File: src/rtl/d_e_stage.sv
// D/E pipeline register with M/W forwarding, immediate extension and load-use stall detection.
// Latency: one clk from D to E; Op1/Op2/E_wdata are combinational. E_hold freezes E, and E_flush or D_valid=0 inserts a bubble.
module d_e_stage #(
  parameter int WIDTH = 32,
  parameter int RADDR = 5
) (
  input  logic             clk,
  input  logic             rst_n,
  input  logic             D_valid,
  input  logic [WIDTH-1:0] D_PC,
  input  logic [WIDTH-1:0] D_rs_data,
  input  logic [WIDTH-1:0] D_rt_data,
  input  logic [RADDR-1:0] D_rs_addr,
  input  logic [RADDR-1:0] D_rt_addr,
  input  logic [RADDR-1:0] D_rd_addr,
  input  logic [15:0]      D_imm16,
  input  logic [2:0]       D_ALUcontrol,
  input  logic             D_ALUSrc,
  input  logic             D_ExtOp,
  input  logic             D_uses_rt,
  input  logic             D_RegWrite,
  input  logic             D_MemWrite,
  input  logic             D_MemtoReg,
  input  logic             E_hold,
  input  logic             E_flush,
  input  logic             M_RegWrite,
  input  logic [RADDR-1:0] M_rd_addr,
  input  logic [WIDTH-1:0] M_fwd_data,
  input  logic             W_RegWrite,
  input  logic [RADDR-1:0] W_rd_addr,
  input  logic [WIDTH-1:0] W_fwd_data,
  output logic [2:0]       ALUcontrol,
  output logic [WIDTH-1:0] Op1,
  output logic [WIDTH-1:0] Op2,
  output logic [WIDTH-1:0] E_wdata,
  output logic [RADDR-1:0] E_rd_addr,
  output logic             E_RegWrite,
  output logic             E_MemWrite,
  output logic             E_MemtoReg,
  output logic [WIDTH-1:0] E_PC,
  output logic             E_valid,
  output logic             stall_req
);

  typedef struct packed {
    logic             valid;
    logic [WIDTH-1:0] pc;
    logic [WIDTH-1:0] rs_data;
    logic [WIDTH-1:0] rt_data;
    logic [RADDR-1:0] rs_addr;
    logic [RADDR-1:0] rt_addr;
    logic [RADDR-1:0] rd_addr;
    logic [15:0]      imm16;
    logic [2:0]       alu_ctl;
    logic             alu_src;
    logic             ext_op;
    logic             reg_write;
    logic             mem_write;
    logic             mem_to_reg;
  } e_regs_t;

  e_regs_t e_q, e_d, d_fields;

  logic [WIDTH-1:0] rs_fwd, rt_fwd, imm_ext;

  always_comb begin
    d_fields            = '0;
    d_fields.valid      = D_valid;
    d_fields.pc         = D_PC;
    d_fields.rs_data    = D_rs_data;
    d_fields.rt_data    = D_rt_data;
    d_fields.rs_addr    = D_rs_addr;
    d_fields.rt_addr    = D_rt_addr;
    d_fields.rd_addr    = D_rd_addr;
    d_fields.imm16      = D_imm16;
    d_fields.alu_ctl    = D_ALUcontrol;
    d_fields.alu_src    = D_ALUSrc;
    d_fields.ext_op     = D_ExtOp;
    d_fields.reg_write  = D_RegWrite;
    d_fields.mem_write  = D_MemWrite;
    d_fields.mem_to_reg = D_MemtoReg;
  end

  // Hold wins over flush; a flush seen during a hold is simply lost.
  always_comb begin
    e_d = e_q;
    if (!E_hold) begin
      if (E_flush || !D_valid) e_d = '0;
      else                     e_d = d_fields;
    end
  end

  always_ff @(posedge clk or negedge rst_n) begin
    if (!rst_n) e_q <= '0;
    else        e_q <= e_d;
  end

  // Index 0 never forwards, so r0 always reads the registered GRF value.
  always_comb begin
    rs_fwd = e_q.rs_data;
    if (e_q.rs_addr != '0 && M_RegWrite && M_rd_addr == e_q.rs_addr)
      rs_fwd = M_fwd_data;
    else if (e_q.rs_addr != '0 && W_RegWrite && W_rd_addr == e_q.rs_addr)
      rs_fwd = W_fwd_data;
  end

  always_comb begin
    rt_fwd = e_q.rt_data;
    if (e_q.rt_addr != '0 && M_RegWrite && M_rd_addr == e_q.rt_addr)
      rt_fwd = M_fwd_data;
    else if (e_q.rt_addr != '0 && W_RegWrite && W_rd_addr == e_q.rt_addr)
      rt_fwd = W_fwd_data;
  end

  always_comb begin
    if (e_q.ext_op) imm_ext = {{(WIDTH-16){e_q.imm16[15]}}, e_q.imm16};
    else            imm_ext = {{(WIDTH-16){1'b0}}, e_q.imm16};
  end

  assign Op1        = rs_fwd;
  assign Op2        = e_q.alu_src ? imm_ext : rt_fwd;
  assign E_wdata    = rt_fwd;
  assign ALUcontrol = e_q.alu_ctl;
  assign E_rd_addr  = e_q.rd_addr;
  assign E_RegWrite = e_q.reg_write;
  assign E_MemWrite = e_q.mem_write;
  assign E_MemtoReg = e_q.mem_to_reg;
  assign E_PC       = e_q.pc;
  assign E_valid    = e_q.valid;

  // M_fwd_data is an ALU result, so a load in E must stall its consumer in D.
  assign stall_req = e_q.valid && e_q.mem_to_reg && (e_q.rd_addr != '0) &&
                     ((e_q.rd_addr == D_rs_addr) ||
                      (D_uses_rt && (e_q.rd_addr == D_rt_addr)));

endmodule

File: config.mk
export PLATFORM = sky130hd
export DESIGN_NAME = d_e_stage
export DESIGN_NICKNAME = d
export VERILOG_FILES = /design/src/rtl/d_e_stage.sv
export SDC_FILE = /design/constraint.sdc
export NUM_CORES = 1
export LEC_CHECK = 0
export CORE_AREA = 2 2 141 143
export CTS_BUF_LIST = sky130_fd_sc_hd__clkbuf_16
export DETAILED_ROUTE_END_ITERATION = 12
export DIE_AREA = 0 0 143 145
export DONT_BUFFER_PORTS = 1
export SLEW_MARGIN = 20
export SYNTH_ARGS = -nofsm -noshare
export SYNTH_HDL_FRONTEND = slang
export SYNTH_SLANG_ARGS = --single-unit
export TNS_END_PERCENT = 5
File: constraint.sdc
create_clock -name clk -period 2.7 [get_ports clk]
set_input_delay 0.27 -clock clk [delete_from_list [all_inputs] [get_ports clk]]
set_output_delay 0.27 -clock clk [all_outputs]
set_load 0.03 [all_outputs]
==> results.txt <==
----------------------------------------------------
[Critical path]
  End of the worst register-to-register path ... E_rd_addr[4]$_DFFE_PN0N_
  Crit-path slowest cell ... or4_4
  Critical path class ... reg2out
  Number of buffers and inverters on the critical path ... 2
  Depth of the worst register-to-register path ... 2
  Delay-heaviest family, CP ... simple AND/OR/NAND/NOR gates
  Crit end category ... output pin
  Origin of the critical flop-to-flop path ... E_rd_addr[4]$_DFFE_PN0N_
  Endpoint arrival time on the critical path ... approximately 2700 ps
  Worst path max stage delay ... 600 ps
  Worst Path Max Fanout ... 8
  Type of element launching the critical path ... flop
  Worst path cell trace ... or4_4 -> or2_4 -> nand3_4 -> clkbuf_16 -> a221oi_2 -> o31ai_1 -> buf_4
  Reg-to-reg setup timing slack ... 1180 ps
  Required time reported for the critical path endpoint ... 2430 ps

[Yosys]
  Top cell type by total area after synthesis ... dfrtp_1
  Complex-gate fraction of the synthesized area ... 0.256
  Mux cell area share after synthesis ... 0.0609
  Largest family of logic cells by synthesized area ... compound AO/OA/AOI/OAI gates
  Area share of and/or/nand/nor cells after synthesis ... 0.0985
  Post-synth top area share ... 0.467
  Cell variety after synth ... 35
  Netlist area before placement ... 7290 µm²
  Synth Register Bits ... 136
  Count of flip-flops with a built-in enable after synthesis ... 0
  Commonest register cell after synthesis ... dfrtp_1
  Async S/R FF share, synth ... 1.00
  Xor-xnor portion of the synthesized cell area ... 0.0360
  Adder-cell share of the synthesized area ... 0
  Synth Warn # ... 0
  Register area share after synthesis ... 0.467
  Synth Instances ... about 700
  Mapped Nets ... 914
  Most area-consuming cells after synthesis ... dfrtp_1 47%, a22o_1 16%, buf_4 4.4%
  Post-Synthesis Mean Instance Area ... 10.5 µm²

[GRT]
  Met2 Track Usage GR ... 0.437
  Number of global-route vias before repair ... 7,589
  Met3 Resource Use GR ... 0.0954
  Top Usage Layer GRT ... met2
  Global routing usage on met1 ... 0.334
  Global-route wire length before repair ... 43,600 µm
  Sum of overflow across all layers after global routing ... 0
  Maximum number of pins on one net before global-route repair ... ~140
  Number of antenna violations at the first check in global routing ... 2
  Overall Global Routing Usage ... 0.273

[Clock tree]
  CTS H-tree depth ... 4
  Clock Sink Count ... 136
  Root Buffer ... clkbuf_16
  Insertion delay to the later sink of the worst-skew pair ... between 400 and 500 ps
  CTS tree ... yes
  Number of buffers created by CTS ... 17
  Clock-pin slew of the registers on the worst-case setup and hold paths ... about 60 ps
  Clock Path Buffers ... 2

[STA]
  Worst setup margin ... -260 ps
  Max Transition Viols Final ... 0
  Timing-limited maximum frequency ... 0.338 GHz
  Worst max-slew margin expressed relative to the limit ... 0.377
  Setup repair after global routing missed its margin ... true
  Min Clock Period, post-route ... 2960 ps
  Number of hold violations in the final report ... about 140
  Smallest hold slack ... -455 ps
  Clk_skew ... 0 ps
  Number of setup violations in the final report ... 61
  Crit share post-route ... 1.10
  Worst Max-Slew Pin Slew ... 933 ps

[Floorplanning]
  Cell row count ... 51
  Die Span X ... 143 µm
  Die height ... 145 µm
  Die ar. ... 20,700 µm²
  Initial Utilization ... 0.380
  Area inside the core boundary ... roughly 19,000 µm²
  Top Ports ... 358

[Detailed routing]
  Detail-routed via count per cell ... ~5.9
  Wirelength per Cell ... around 25 µm
  Total iterations of the first detailed-routing run ... 6
  Drt first-iter violations ... 545
  Remaining DRCs ... 0
  Number of nets still failing antenna checks after routing ... 0
  Detailed Route WL ... 29,500 µm
  Number of vias in the routed layout ... approximately 7,000

[Pwr]
  Leakage power total ... 4.90 nW
  Worst voltage drop across the vdd grid ... 355 µV
  Power density normalized to cell area ... 532 nW/µm²

[Outcome]
  Status ... finished with violations
  Failing checks ... negative hold slack, negative setup slack

[Finish]
  Share of post-route cells with drive strength above 1 ... 0.258
  P&R area growth vs syn ... 50.9%
  Nets ... around 1,100
  Combined flip-flop and latch cell area ... 3410 µm²
  Filler Cells Inserted ... 1,541
  Area of combinational cells with multiple inputs ... 3800 µm²

[Placed design]
  Global placer's final weighted congestion ... 0.905
  Number of port buffers ... 0
  Worst slack at placement ... -79.1 ps
  Detailed-placement wirelength estimate ... between 15,000 and 20,000 µm

[Hold path]
  Class of the most critical hold timing path ... in2async

[Job]
  Number of maximum-capacitance violations ... 0

----------------------------------------------------
## cell type report
| class | instances | share of cell area |
|---|---|---|
| Clock buffer | 17 | 0.0387 |
| Clock inverter | 15 | 0.0144 |
| Multi-Input combinational cell | 457 | 0.346 |
| Tap cell | 265 | 0.0301 |
| Antenna cell | 2 | 0.000455 |
| Timing Repair Buffer | 307 | 0.261 |
| Sequential cell | 136 | 0.310 |
## cell usage after synthesis, types with 2 or more instances
cell type and count:
dfrtp_1 136, a22o_1 135, clkbuf_1 47, nor2_1 46, buf_4 43, nand2_1 38, mux2i_1 32, o21ai_0 32
o31ai_1 32, a221oi_1 21, and3_1 21, xnor2_1 19, nand4_1 15, nor3_1 12, a31oi_1 11, mux2_2 11
xor2_1 11, buf_1 7, buf_2 5, buf_6 4, nand3_1 3, nor4_2 2, or4_1 2
## stage by stage
step                      setup TNS (ps)  power [mW]  utilization  cells  area [µm²]
after floorplan                        0        2.98            -    697        7290
after global placement                 0        3.17        0.411    962        7900
after detailed placement            -108        3.17        0.411    962        7900
after CTS                          -5240        5.79        0.549   1184       10500
after global routing              -13020        6.08        0.573   1198       11000
final                              -7550        5.85        0.573   1199       11000
## cell usage in the layout, fill, tap and decap left out, drive strengths merged, types with 2 or more instances in the layout
master       instances
a221oi              21
a22o               135
a31oi               11
and3                21
buf                129
clkbuf              18
clkinv               4
clkinvlp             2
dfrtp              136
diode                2
dlygate4sd3        177
inv                  8
mux2                11
mux2i               32
nand2               38
nand3                4
nand4               15
nor2                48
nor3                12
nor4                 3
o211ai               2
o21ai               32
o31ai               32
or2                  2
or4                  3
xnor2               19
xor2                11
## registers in the layout (all words and copies together), names as in the netlist
| signal | cells |
|---|---|
| e_q | 92 |
| E_PC | 32 |
| E_rd_addr | 5 |
| ALUcontrol | 3 |
| E_MemWrite | 1 |
| E_MemtoReg | 1 |
| E_RegWrite | 1 |
| E_valid | 1 |
## metal layers
layer	vias to the layer above	share of wire	routed length (µm)
li1	3065	-	-
met1	3434	0.39	11500
met2	468	0.48	14100
met3	86	0.097	2850
met4	0	0.037	1100
met5	-	0	0
## how the worst max path moves through the flow
stage	endpoint	from	cells past startpoint
floorplan	Op2[10]	e_q[30]$_DFFE_PN0N_	6
global placement	Op2[22]	e_q[31]$_DFFE_PN0N_	7
detailed placement	Op2[3]	e_q[33]$_DFFE_PN0N_	6
CTS	Op2[26]	e_q[30]$_DFFE_PN0N_	7
global route	Op2[17]	e_q[31]$_DFFE_PN0N_	7
finish	Op2[28]	e_q[31]$_DFFE_PN0N_	7
## power by group
part	internal [mW]	switching, mW
logic	0.589	0.608
registers	2.15	0.181
clock network	1.31	1.02
total	4.05	1.81
## cells by family (layout without fill, tap and decap cells)
logic type      Yosys count  count (layout)
mux                      43              43
buf+inv                 106             339
simple gates            147             149
flops                   136             136
other cells               0               2
compound gates          235             235
xor+xnor                 30              30
## what timing repair did
action,in CTS,in global routing
pin swaps,19,36
setup endpoints to repair,96,96
gates resized for setup,42,82
hold buffers,175,2
cloned,2,1
endpoints found under the hold margin,271,139
buffers inserted,13,10
## worst register-to-register path, stage by stage, from the launching register on
cell	delay [ps]
dfrtp_1	560
a22o_1	280
dlygate4sd3_1	560
(Power assumes the default switching activity.)
